==> src/rtl/decode.sv <==
// MIPS decode stage: 32x32 register file with two combinational read ports and field extracts.
// Optional same-cycle write bypass on the read ports is enabled by defining DECODE_WRITE_BYPASS_EN.
module decode (
  input  logic        clk,
  input  logic        reset,
  input  logic [31:0] instruction,
  input  logic [31:0] writeData,
  input  logic [4:0]  writeRegister,
  input  logic        regWrite,
  output logic [31:0] readData1,
  output logic [31:0] readData2,
  output logic [4:0]  insaddress1,
  output logic [4:0]  insaddress2,
  output logic [29:0] signExt
);

  logic [31:0] regFile [32];
  logic [4:0]  rs;
  logic [4:0]  rt;
  logic [5:0]  unusedOpcode;
  logic        writeEn;

  assign rs           = instruction[25:21];
  assign rt           = instruction[20:16];
  assign unusedOpcode = instruction[31:26];

  assign insaddress1 = instruction[20:16];
  assign insaddress2 = instruction[15:11];
  assign signExt     = {{14{instruction[15]}}, instruction[15:0]};

  // Index 0 is never written, so it only ever holds its reset value.
  assign writeEn = regWrite && (writeRegister != 5'd0);

  always_ff @(posedge clk) begin
    if (reset) begin
      // NOTE: the whole array is cleared on reset because software may read any
      // register before writing it; this rules out a RAM macro for the file.
      for (int i = 0; i < 32; i++) begin
        regFile[i] <= '0;
      end
    end else if (writeEn) begin
      regFile[writeRegister] <= writeData;
    end
  end

  // Register 0 is forced to zero on read so it is clean even before the first reset.
  always_comb begin
    readData1 = (rs == 5'd0) ? 32'd0 : regFile[rs];
    readData2 = (rt == 5'd0) ? 32'd0 : regFile[rt];
`ifdef DECODE_WRITE_BYPASS_EN
    if (writeEn && !reset && (writeRegister == rs)) begin
      readData1 = writeData;
    end
    if (writeEn && !reset && (writeRegister == rt)) begin
      readData2 = writeData;
    end
`else
`endif
  end

endmodule

==> config.mk <==
export PLATFORM = sky130hd
export DESIGN_NAME = decode
export DESIGN_NICKNAME = d
export VERILOG_FILES = /design/src/rtl/decode.sv
export SDC_FILE = /design/constraint.sdc
export NUM_CORES = 2
export LEC_CHECK = 0
export CAP_MARGIN = 20
export CELL_PAD_IN_SITES_DETAIL_PLACEMENT = 1
export CELL_PAD_IN_SITES_GLOBAL_PLACEMENT = 1
export CORE_ASPECT_RATIO = 1.2
export CORE_MARGIN = 3
export CORE_UTILIZATION = 59
export CTS_BUF_LIST = sky130_fd_sc_hd__clkbuf_4 sky130_fd_sc_hd__clkbuf_8
export DETAILED_ROUTE_END_ITERATION = 8
export PLACE_DENSITY = 0.92
export SKIP_CTS_REPAIR_TIMING = 1
export SYNTH_ARGS = -nofsm -noshare
export SYNTH_HDL_FRONTEND = slang
export SYNTH_SLANG_ARGS = --single-unit
==> constraint.sdc <==
create_clock -name clk -period 5.37 [get_ports clk]
set_input_delay 1.074 -clock clk [delete_from_list [all_inputs] [get_ports clk]]
set_output_delay 1.074 -clock clk [all_outputs]
set_load 0.005 [all_outputs]
# [After elaboration in Yosys (flattened, before gate mapping)]
# Memory sizes are Yosys's and may differ from the RTL's.
# Index checks and enable logic that the tools add are counted.
[word_totals] out_inout_bits=104 in_bits=72 register_bits=0 ramBits=1024 memories=1
[op_classes] mux=10 n_reduce_logical=5
[memory_table] name="regFile" words=32 word_bits=32 read_ports=2 rd_ports_with_merged_regs=0 write_ports=32 line_no="17" rtl="logic [31:0] regFile [32];"
[ops] op="$mux 32" count=3
[ops] op="$reduce_or 32->1" count=1
[ops] op="$logic_not 5->1" count=2
[ops] op="$mux 1" count=6
[ops] op="$mux 5" count=1
[ops] op="$reduce_bool 5->1" count=1
[ops] op="$logic_and 1x1->1" count=1

# [Depth between registers and ports, before layout]
[depth] word_depth=7 ltp_mapped=9 depth_no_buf=4

# [Worst setup path after synthesis]
# Ideal clock, no wire load.
[synth_timing] path_type="input to output" start="in instruction[16]" end="out readData2[10]" cell_stages=7 t_arrival_ns=2.712 slack_ns=1.584 n_path_buf=4 path_cell_list="clkbuf_1 buf_6 buf_6 buf_6 mux4_2 a2111oi_0 nor3_1"
[synth_via] elab_chain_cells=2 elab_cells_between_ends=3 cone_classes="1 x mux; 1 x reduce/logical; 1 x memory"
[synth_rtl] item="start, declared" line_no="6" rtl="input logic [31:0] instruction,"
[synth_rtl] item="$mem_v2 32x32 / $logic_not 5->1 (equally long branches)"
[synth_rtl] item="$mux 32 (*)" line_no="49" rtl="readData2 = (rt == 5'd0) ? 32'd0 : regFile[rt];"
[synth_rtl] item="end, declared" line_no="11" rtl="output logic [31:0] readData2,"
# Mark *: on every way between the ends. The rest lies on a longest branch, timed or not.

# [Final worst setup path]
[layout_timing] start="in instruction[21]" end="out readData1[0]"
[layout_via] elab_chain_cells=2 elab_cells_between_ends=3 cone_classes="1 x mux; 1 x reduce/logical; 1 x memory"
[layout_rtl] item="$mem_v2 32x32 / $logic_not 5->1 (equally long branches)"
[layout_rtl] item="$mux 32 (*)" line_no="48" rtl="readData1 = (rs == 5'd0) ? 32'd0 : regFile[rs];"
[layout_rtl] item="end, declared" line_no="10" rtl="output logic [31:0] readData1,"
# Marks and branches as above.

==> flow_summary_export.csv <==
group,metric,value,unit
cts,clkTransAtPathRegs,0.06,ns
power,power.net_switching,5.572,mW
layout,nets_finish,3726,
cts,htree_num_levels,4,
power,vdd_drop_max,209.0,µV
layout,top_register,"regFile",
sta,worst-slew-pin-transition,1.254,ns
status,failing_checks,"setup timing",
layout,largest_reg_flops,1024,
power,clockPowerShare,35.9,%
critical_path,timing.critical_path.required,4.30,ns
min_path,worstHoldStart,"reset",
cts,cts_made_buffers,163,
floorplanning,dieWidth,283.5,µm
min_path,worst_hold_path_type,"in -> reg",
yosys,synth_area_leader_cell,"sky130_fd_sc_hd__edfxtp_1",
yosys,synth_top_cells_by_area,"sky130_fd_sc_hd__edfxtp_1, sky130_fd_sc_hd__mux4_2, sky130_fd_sc_hd__and2_1",
critical_path,critical_path_s_largest_stage_delay,0.72,ns
run,max_cap_violations,0,
placed_design,placement.io_buffers,118,
min_path,hold-path-endpoint,"regFile[0][24]",
placed_design,numPlacedInstances,4684,
layout,fill_cells,8006,
sta,timing_hold_violations_final,0,
critical_path,timing.critical_path.cells,"buf_6, buf_4, mux4_2, o22ai_1, nor3_1, clkdlybuf4s50_1",
cts,clock_tree_from_tritoncts,"yes",
yosys,post_synth_inst_count,3542,
yosys,netlist.area_leader.share,56.39,%
global_route,wire_length_of_the_first_global_routing_pass,316900,µm
sta,final.setup.worst_slack,-0.08168,ns
drt,first_iter_violations,8649,
critical_path,critical_path.max_fanout,53,
critical_path,timing_worst_setup_path_type,"in -> out",
drt,detail_route.vias_per_cell,8.186,
drt,routed_wire_length_per_instance,45.73,µm
yosys,sequential_fraction_of_the_synthesis_area,56.39,%
status,status,"finished with violations",
sta,number_of_max_slew_violations_in_the_final_report,0,
yosys,ys_ff_latch,1024,
critical_path,endpoint_kind,"output port",
power,sw_frac_of_total,28.82,%
power,comb_power_share,14.4,%
floorplanning,core_region_area,0.09114,mm²
drt,antenna_left,0,
yosys,syn-cell-area,0.05453,mm²
power,cellInternalPower,13.76,mW
min_path,whs_path_depth,2,
cts,clk_root_buffer_cell,"sky130_fd_sc_hd__clkbuf_8",
drt,dr.pass1.iters,6,
sta,fin_hold_ws,0.9920,ns
floorplanning,floorplan.die.height,339.0,µm
power,pwr_density_cell,316.3,mW/mm²
layout,drive_above_1_share,28.46,%
drt,route.vias.total,41217,
sta,timing.final.crit_share,101.5,%
placed_design,hpwlAfterDp,123300,µm
layout,area_delta_synth_final,12.10,%
drt,detail_route.wirelength,230300,µm
drt,remaining_drc_errors,0,
yosys,synth.yosys.warnings,0,
sta,final_period_minus_worst_setup_slack,5.452,ns
power,power.static_leakage,21.23,nW
yosys,number_of_distinct_library_cells_after_synthesis,42,
power,power,19.33,mW
yosys,syn_avg_cell_area,15.40,µm²
floorplanning,num_io_pins,176,
floorplanning,dieArea,0.09613,mm²
critical_path,arrival,4.38,ns
placed_design,place.gp.congestion,0.9293,
global_route,number_of_global_route_vias_before_repair,42279,
layout,final-instance-count-excl-fill,5035,
global_route,grt_max_degree,63,
cts,cts.path.max_buffers,3,
yosys,synth_ff_type,"sky130_fd_sc_hd__edfxtp_1",
floorplanning,initial_cell_density_of_the_core,59.83,%
floorplanning,std_cell_rows,121,
critical_path,slowest_stage,"sky130_fd_sc_hd__o22ai_1",
sta,max_slew_margin,16.43,%
global_route,antenna_violations_before_repair,22,
cts,clkSinkCount,1024,
yosys,async_reset_ff_share,0,%
global_route,grt-ovfl-total,0,
yosys,synth_enable_flop_cells,1024,
sta,fmax,183.4,MHz
layout,layout_top_registers,"regFile (1024)",
power,seq_power_share,49.7,%
global_route,groute.usage.overall,46.81,%
sta,setup-violations-final,4,
critical_path,critical_path.startpoint_type,"input port",
## worst max-delay path by stage
| stage | endpoint | cells past startpoint | slack (ns) | start |
|---|---|---|---|---|
| after floorplan | readData2[10] | 7 | 1.58 | instruction[16] |
| after global placement | readData2[11] | 8 | 0.05 | instruction[19] |
| after detailed placement | readData2[11] | 8 | 0.009 | instruction[19] |
| after CTS | readData2[11] | 8 | -0.06 | instruction[19] |
| after global routing | readData1[0] | 6 | -0.02 | instruction[21] |
| final | readData1[0] | 6 | -0.08 | instruction[21] |
## power groups by stage
stage / Combinational [mW] / Sequential [mW] / Clock [mW]
after floorplan: 1.44 / 9.52 / 0
after global placement: 2.32 / 9.57 / 0
after detailed placement: 2.45 / 9.68 / 0
after CTS: 2.53 / 9.55 / 6.79
after global routing: 2.78 / 9.60 / 7.17
final: 2.79 / 9.60 / 6.95
## layout by cell type, fill, tap and decap left out, types with 20 or more instances in the layout
master / count
sky130_fd_sc_hd__buf_4: 155
sky130_fd_sc_hd__clkdlybuf4s50_1: 109
sky130_fd_sc_hd__o22ai_1: 101
sky130_fd_sc_hd__clkbuf_4: 55
sky130_fd_sc_hd__clkinv_2: 20
sky130_fd_sc_hd__mux2_2: 30
sky130_fd_sc_hd__conb_1: 32
sky130_fd_sc_hd__edfxtp_1: 1024
sky130_fd_sc_hd__mux4_2: 472
sky130_fd_sc_hd__nor3_1: 51
sky130_fd_sc_hd__or2_2: 33
sky130_fd_sc_hd__clkinv_1: 39
sky130_fd_sc_hd__and2_1: 994
sky130_fd_sc_hd__mux2i_1: 150
sky130_fd_sc_hd__a22o_1: 51
sky130_fd_sc_hd__diode_2: 24
sky130_fd_sc_hd__a2111oi_1: 36
sky130_fd_sc_hd__clkbuf_8: 166
sky130_fd_sc_hd__buf_12: 45
sky130_fd_sc_hd__nor2_2: 31
## cells by family after synthesis
group	count (synthesis)	synth area share [%]
and+or+nand+nor	1177	13.26
DFF	1024	56.39
buffers and inverters	429	3.845
other	1	0.006877
AOI/OAI and AO/OA	259	3.632
muxes	652	22.87
## metrics by stage
| stage | TNS (ns) | utilization [%] | cell area [µm²] | worst slack [ns] |
|---|---|---|---|---|
| finish | -0.2155 | 67.07 | 61130 | -0.08168 |
| global route | -0.01817 | 67.02 | 61080 | -0.01817 |
| CTS | -0.07087 | 66.23 | 60360 | -0.05509 |
| detailed placement | 0 | 62.84 | 57270 | 0.008636 |
| global placement | 0 | 62.84 | 57270 | 0.04855 |
| floorplan | 0 | - | 54650 | 1.584 |
## synthesized netlist by cell type (all sizes together), types with 3 or more instances
master / instances
mux2i: 150
or2: 33
nor4: 6
mux2: 30
and2: 995
nand2: 7
o21ai: 4
a221oi: 4
o22ai: 103
nand3: 5
nand2b: 5
mux4: 472
nor4b: 3
a211oi: 7
a32o: 4
and3: 3
buf: 155
a22oi: 16
nor2: 36
a21oi: 12
or3b: 4
clkbuf: 272
a2111oi: 55
edfxtp: 1024
nor3: 54
nand3b: 5
a22o: 51
nor2b: 14
## layer usage
metal / vias to the layer above / GRT usage [%] / wire length [µm]
met4: 8 / 40.34 / 25910
met2: 5557 / 70.49 / 102900
met3: 1741 / 16.96 / 35600
li1: 13914 / - / -
met1: 19997 / 53.13 / 65730
met5: - / 0.5000 / 115
## layout make-up
type | instances | area, µm² | area share, %
Tap cell | 1230 | 1539 | 2.518
Sequential cell | 1024 | 30750 | 50.30
Timing Repair Buffer | 343 | 3680 | 6.020
Inverter | 2 | 7.507 | 0.01228
Clock inverter | 72 | 396.6 | 0.6488
Clock buffer | 220 | 2690 | 4.401
Antenna cell | 24 | 60.06 | 0.09825
Multi-Input combinational cell | 2120 | 22010 | 36.00
## worst max-delay path, delay by kind of cell
family / cells / cell delay (ns)
compound gates: 1 / 0.72
buf+inv: 3 / 1.60
mux: 1 / 0.71
simple gates: 1 / 0.15
No activity file was read; power rests on OpenSTA's default activity.
